`src/rtl/pipeline_if_pkg.sv`:
```
// Shared types and defaults for the instruction-fetch stage.
// Optional misaligned-redirect trap is enabled by defining IF_MISALIGN_TRAP_EN.
package pipeline_if_pkg;

    typedef enum logic [1:0] {
        StFetch = 2'd0,
        StWait  = 2'd1,
        StDrop  = 2'd2
    } if_state_e;

    localparam logic [31:0]  NOP_INSTR           = 32'h0000_0013;
    localparam int unsigned  DEFAULT_XLEN        = 32;
    localparam logic [31:0]  DEFAULT_RESET_PC    = 32'h0000_0000;
    localparam int unsigned  DEFAULT_INSTR_BYTES = 4;

endpackage

```
`src/rtl/pipeline_if_fetch_buf.sv`:
```
// One-entry IF/ID output buffer with load, flush and drain (load has priority).
// Carries an exception flag when IF_MISALIGN_TRAP_EN is defined.
module if_out_buf
    import pipeline_if_pkg::*;
#(
    parameter int unsigned Width = DEFAULT_XLEN
) (
    input  logic             clk_i,
    input  logic             rst_ni,
    input  logic             load_i,
    input  logic             flush_i,
    input  logic             drain_i,
    input  logic [Width-1:0] load_pc_i,
    input  logic [Width-1:0] load_instr_i,
`ifdef IF_MISALIGN_TRAP_EN
    input  logic             load_exc_i,
    output logic             exc_o,
`endif
    output logic             valid_o,
    output logic [Width-1:0] pc_o,
    output logic [Width-1:0] instr_o
);

    logic             valid_d, valid_q;
    logic [Width-1:0] pc_d, pc_q;
    logic [Width-1:0] instr_d, instr_q;
`ifdef IF_MISALIGN_TRAP_EN
    logic             exc_d, exc_q;
`endif

    always_comb begin
        valid_d = valid_q;
        pc_d    = pc_q;
        instr_d = instr_q;
`ifdef IF_MISALIGN_TRAP_EN
        exc_d   = exc_q;
`endif
        if (load_i) begin
            valid_d = 1'b1;
            pc_d    = load_pc_i;
            instr_d = load_instr_i;
`ifdef IF_MISALIGN_TRAP_EN
            exc_d   = load_exc_i;
`endif
        end else if (flush_i || drain_i) begin
            valid_d = 1'b0;
`ifdef IF_MISALIGN_TRAP_EN
            exc_d   = 1'b0;
`endif
        end
    end

    always_ff @(posedge clk_i or negedge rst_ni) begin
        if (!rst_ni) begin
            valid_q <= 1'b0;
            pc_q    <= '0;
            instr_q <= '0;
`ifdef IF_MISALIGN_TRAP_EN
            exc_q   <= 1'b0;
`endif
        end else begin
            valid_q <= valid_d;
            pc_q    <= pc_d;
            instr_q <= instr_d;
`ifdef IF_MISALIGN_TRAP_EN
            exc_q   <= exc_d;
`endif
        end
    end

    assign valid_o = valid_q;
    assign pc_o    = pc_q;
    assign instr_o = instr_q;
`ifdef IF_MISALIGN_TRAP_EN
    assign exc_o   = exc_q;
`endif

endmodule

```
`src/rtl/pipeline_if_fetch.sv`:
```
// Instruction-fetch stage: PC, redirect handling, single-outstanding imem handshake, IF/ID buffer.
// Define IF_MISALIGN_TRAP_EN to trap misaligned redirect targets instead of masking them.
module pipeline_if_fetch
    import pipeline_if_pkg::*;
#(
    parameter int unsigned      XLEN        = DEFAULT_XLEN,
    parameter logic [XLEN-1:0]  RESET_PC    = XLEN'(DEFAULT_RESET_PC),
    parameter int unsigned      INSTR_BYTES = DEFAULT_INSTR_BYTES
) (
    input  logic            clk_IF,
    input  logic            rst_IF,
    input  logic            en_IF,
    input  logic            PCSrc,
    input  logic [XLEN-1:0] PC_in_IF,
    output logic            imem_req,
    output logic [XLEN-1:0] imem_addr,
    input  logic            imem_gnt,
    input  logic            imem_rvalid,
    input  logic [XLEN-1:0] imem_rdata,
    input  logic            id_ready,
    output logic            if_valid,
    output logic [XLEN-1:0] if_pc,
    output logic [XLEN-1:0] if_instr,
`ifdef IF_MISALIGN_TRAP_EN
    output logic            if_exc,
`endif
    output logic [XLEN-1:0] PC_out_IF
);

    localparam logic [XLEN-1:0] OFF_MASK = XLEN'(INSTR_BYTES - 1);

    if_state_e       state_d, state_q;
    logic [XLEN-1:0] pc_d, pc_q;
    logic [XLEN-1:0] req_pc_d, req_pc_q;
    logic [XLEN-1:0] target;
    logic            buf_load, buf_flush, buf_drain;
    logic [XLEN-1:0] load_pc, load_instr;
`ifdef IF_MISALIGN_TRAP_EN
    logic            misaligned;
    logic            load_exc;
    logic            park_d, park_q;

    assign target     = PC_in_IF;
    assign misaligned = |(PC_in_IF & OFF_MASK);
`else
    assign target     = PC_in_IF & ~OFF_MASK;
`endif

    // Issue only when the buffer is guaranteed empty by the time the response lands.
    always_comb begin
        imem_req = rst_IF && (state_q == StFetch) && en_IF && !PCSrc && (!if_valid || id_ready);
`ifdef IF_MISALIGN_TRAP_EN
        if (park_q) imem_req = 1'b0;
`endif
    end

    assign imem_addr = pc_q;
    assign PC_out_IF = pc_q;
    assign buf_drain = if_valid && id_ready && en_IF;

    always_comb begin
        state_d    = state_q;
        pc_d       = pc_q;
        req_pc_d   = req_pc_q;
        buf_load   = 1'b0;
        buf_flush  = 1'b0;
        load_pc    = req_pc_q;
        load_instr = imem_rdata;

        unique case (state_q)
            StFetch: begin
                if (PCSrc) begin
                    pc_d      = target;
                    buf_flush = 1'b1;
                end else if (imem_req && imem_gnt) begin
                    req_pc_d = pc_q;
                    state_d  = StWait;
                end
            end
            StWait: begin
                if (PCSrc) begin
                    pc_d      = target;
                    buf_flush = 1'b1;
                    state_d   = imem_rvalid ? StFetch : StDrop;
                end else if (imem_rvalid) begin
                    buf_load = 1'b1;
                    pc_d     = req_pc_q + XLEN'(INSTR_BYTES);
                    state_d  = StFetch;
                end
            end
            StDrop: begin
                if (PCSrc) begin
                    pc_d      = target;
                    buf_flush = 1'b1;
                end
                if (imem_rvalid) state_d = StFetch;
            end
            default: state_d = StFetch;
        endcase

`ifdef IF_MISALIGN_TRAP_EN
        load_exc = 1'b0;
        park_d   = PCSrc ? misaligned : park_q;
        // A misaligned target is reported through the buffer rather than fetched.
        if (PCSrc && misaligned) begin
            buf_flush  = 1'b0;
            buf_load   = 1'b1;
            load_pc    = PC_in_IF;
            load_instr = XLEN'(NOP_INSTR);
            load_exc   = 1'b1;
        end
`endif
    end

    always_ff @(posedge clk_IF or negedge rst_IF) begin
        if (!rst_IF) begin
            state_q  <= StFetch;
            pc_q     <= RESET_PC;
            req_pc_q <= RESET_PC;
`ifdef IF_MISALIGN_TRAP_EN
            park_q   <= 1'b0;
`endif
        end else begin
            state_q  <= state_d;
            pc_q     <= pc_d;
            req_pc_q <= req_pc_d;
`ifdef IF_MISALIGN_TRAP_EN
            park_q   <= park_d;
`endif
        end
    end

    if_out_buf #(
        .Width (XLEN)
    ) u_out_buf (
        .clk_i        (clk_IF),
        .rst_ni       (rst_IF),
        .load_i       (buf_load),
        .flush_i      (buf_flush),
        .drain_i      (buf_drain),
        .load_pc_i    (load_pc),
        .load_instr_i (load_instr),
`ifdef IF_MISALIGN_TRAP_EN
        .load_exc_i   (load_exc),
        .exc_o        (if_exc),
`endif
        .valid_o      (if_valid),
        .pc_o         (if_pc),
        .instr_o      (if_instr)
    );

endmodule

```
`config.mk`:
```
export PLATFORM = sky130hd
export DESIGN_NAME = pipeline_if_fetch
export DESIGN_NICKNAME = d
export VERILOG_FILES = /design/src/rtl/pipeline_if_pkg.sv /design/src/rtl/pipeline_if_fetch_buf.sv /design/src/rtl/pipeline_if_fetch.sv
export SDC_FILE = /design/constraint.sdc
export NUM_CORES = 1
export LEC_CHECK = 0
export BUFFER_PORTS_ARGS = -buffer_cell sky130_fd_sc_hd__buf_2
export CAP_MARGIN = 20
export CORE_ASPECT_RATIO = 0.75
export CORE_MARGIN = 5
export CORE_UTILIZATION = 30
export CTS_BUF_LIST = sky130_fd_sc_hd__clkbuf_8 sky130_fd_sc_hd__clkbuf_16
export DETAILED_ROUTE_END_ITERATION = 8
export PLACE_DENSITY_LB_ADDON = 0.08
export SYNTH_ARGS = -nofsm -noshare
export SYNTH_HDL_FRONTEND = slang
export SYNTH_SLANG_ARGS = --single-unit
export TNS_END_PERCENT = 20
```
`constraint.sdc`:
```
create_clock -name clk_IF -period 3.1 [get_ports clk_IF]
set_input_delay 0.775 -clock clk_IF [delete_from_list [all_inputs] [get_ports clk_IF]]
set_output_delay 0.775 -clock clk_IF [all_outputs]
set_load 0.01 [all_outputs]
```
==> results.json <==
{
  "status": "completed",
  "coreArea_sq_um": 19540,
  "worstReg2RegStart": "load_pc[2]",
  "cts_tree": "done",
  "io_buffers": 198,
  "maxCapViolations": 0,
  "crit_path_max_fanout": 11,
  "hold_buffers": 0,
  "drv_slew": 0,
  "post_cts_buffers": 0,
  "worst_pin_slew_ns": 0.8031,
  "rows": 44,
  "wl_per_cell_um": 16.42,
  "drtPass1Iterations": 4,
  "clock_latency_ns": 0.41,
  "nets": 854,
  "via_per_inst": 4.613,
  "r2r_slack_ns": 0.87,
  "end_kind": "primary output",
  "critPathRequiredTime_ns": 2.32,
  "arrival_ns": 1.58,
  "avgSynthCellArea_sq_um": 9.754,
  "drtIter0Drc": 226,
  "grt_antenna_before_repair": 1,
  "ys_async_sr_fraction_pct": 100.0,
  "cts-root-buf": "clkbuf_16",
  "grt_pass1_vias": 5127,
  "fmax_mhz": 425.5,
  "cts-htree-levels": 4,
  "peakVddDrop_mv": 0.2590,
  "synth_edf_count": 0,
  "synth-simple-area-share_pct": 20.93,
  "finalCriticalPeriod_ns": 2.350,
  "synth_top_family_by_area": "simple AND/OR/NAND/NOR gates",
  "grt_max_degree": 62,
  "seqCellArea_sq_um": 3278,
  "synth_xor_area_share_pct": 3.499,
  "fill_cells": 1996,
  "finalSetupViolCount": 0,
  "syn_inst": 616,
  "drc": 0,
  "start_util_pct": 30.74,
  "die-height_um": 132.6,
  "drive_gt1_share_pct": 36.32,
  "multiInputGateArea_sq_um": 2359,
  "track_usage_pct": 15.14,
  "path_clk_slew_ns": 0.06,
  "grt_overflow": 0,
  "p_leak_nw": 3.964,
  "die_x_um": 173.4,
  "synth_compound_area_share_pct": 6.935,
  "ys_ff_latch": 131,
  "period_share_pct": 75.81,
  "synth_flop_cell": "dfrtp_1",
  "gp_congestion": 0.7381,
  "grt_pass1_wl_um": 27810,
  "synth_fa_ha_area_share_pct": 0.2082,
  "power.density_nw_per_um2": 696.0,
  "synth.mux.area_fraction_pct": 7.351,
  "synth_warnings": 0,
  "relSlewSlack_pct": 46.46,
  "seq_area_frac_synth_pct": 54.56,
  "routed_wl_um": 17180,
  "r2r.worst_path.cells": 6,
  "startpoint": "state_q[0]",
  "hpwl_um": 11880,
  "synth_cell_type_count": 41,
  "r2r_end": "PC_out_IF[24]",
  "areaGrowthSynthToFinish_pct": 26.88,
  "critPathKind": "register to primary output",
  "finalSetupTns_ns": 0,
  "cts.sinks": 131,
  "vias": 4825,
  "numCtsBuffers": 17,
  "rsz0062_at_grt": "no",
  "io_pins": 201,
  "postPlaceCellArea_sq_um": 7072,
  "ant_nets": 0,
  "final_cell_area_sq_um": 7624,
  "diodes": 0,
  "fin_skew_ns": 0.005286,
  "synth_area_sq_um": 6008,
  "hold_violations": 0,
  "synth_nets": 688,
  "start_kind": "register",
  "hold_class": "input port to async pin",
  "ctsResizeCount": 0,
  "clk_path_buf_depth": 2,
  "die_area_sq_um": 22990
}
[how the worst max path moves through the flow]
stage | to | slack (ns) | cells past startpoint
final | imem_req | 0.75 | 3
after global routing | PC_out_IF[24] | 0.64 | 6
after CTS | imem_req | 0.72 | 3
after detailed placement | u_out_buf.pc_o[12] | 0.72 | 7
after global placement | imem_req | 0.75 | 3
after floorplan | load_pc[10] | 0.98 | 5
[power by group]
group,internal [mW],total [mW],switching [mW]
registers,2.06,2.38,0.325
logic,0.474,1.04,0.566
clock network,1.15,1.88,0.733
[critical path: stages (launching register included)]
cell and delay, ns:
dfrtp_1 0.48, nand3b_1 0.22, nor4_2 0.26, buf_2 0.20
[metal layers]
| metal | up-vias | routed length [um] | global-route usage, % |
|---|---|---|---|
| li1 | 2349 | - | - |
| met5 | - | 13 | 0 |
| met3 | 12 | 1104 | 4.792 |
| met2 | 131 | 7632 | 23.46 |
| met1 | 2331 | 8260 | 20.65 |
| met4 | 2 | 167 | 3.899 |
[synth_stat cells (7+ instances only)]
master | n | area (sq um)
nor2_1 | 15 | 56.30
mux2_2 | 33 | 371.6
buf_4 | 34 | 255.2
dfrtp_1 | 131 | 3278
o21ai_0 | 31 | 155.2
o21ai_1 | 7 | 35.03
nand3_1 | 14 | 70.07
a32oi_1 | 13 | 113.9
clkbuf_1 | 20 | 75.07
a21oi_1 | 10 | 50.05
mux2i_1 | 7 | 70.07
buf_2 | 7 | 35.03
nand2_1 | 223 | 837.1
xor2_1 | 20 | 175.2
[sequential cells by signal (all words and copies together) (netlist names)]
register	flops
load_pc	32
state_q	2
u_out_buf.pc_o	32
PC_out_IF	32
u_out_buf.valid_o	1
u_out_buf.instr_o	32
[placed cells by master (no fill, tap or decap), drive strengths merged, types with 2 or more instances in the layout]
cell,instances
xnor2,4
nand2,223
dfrtp,131
a32oi,13
nand2b,2
xor2,20
nor2,15
nand4,7
and4,2
nor4,4
clkinv,5
nand3,15
a31oi,2
or4,2
buf,210
mux2i,7
mux2,33
o21ai,40
and3,2
clkbuf,20
clkinvlp,4
nor2b,2
nor3,5
a21oi,10
inv,5
[stage by stage]
stage          hold WS, ns  power [mW]  cells  utilization (%)  setup slack (ns)
6_report            0.1715       5.306   1046            39.01            0.7499
5_1_grt             0.1541       5.644   1046            39.01            0.6425
4_1_cts             0.1535       5.409   1046            39.01            0.7165
3_5_place_dp        0.4569       3.479   1016            36.18            0.7171
3_3_place_gp        0.4519       3.453   1016            36.18            0.7528
2_1_floorplan       0.4512       2.990    616                -            0.9839
[cells by family after synthesis]
| logic type | Yosys count |
|---|---|
| AOI/OAI and AO/OA | 69 |
| xor gates and xnor gates | 24 |
| adders and majority gates | 1 |
| buffers and inverters | 68 |
| DFF | 131 |
| muxes | 40 |
| and+or+nand+nor | 283 |
[area by class of cell]
| class | instances | share of cell area, % |
|---|---|---|
| multi-input combinational | 417 | 30.94 |
| sequential | 131 | 43.00 |
| timing repair buffer | 210 | 14.43 |
| tap | 253 | 4.152 |
| clock buffer | 20 | 6.122 |
| inverter | 5 | 0.2462 |
| clock inverter | 10 | 1.116 |
(Power assumes the default switching activity.)
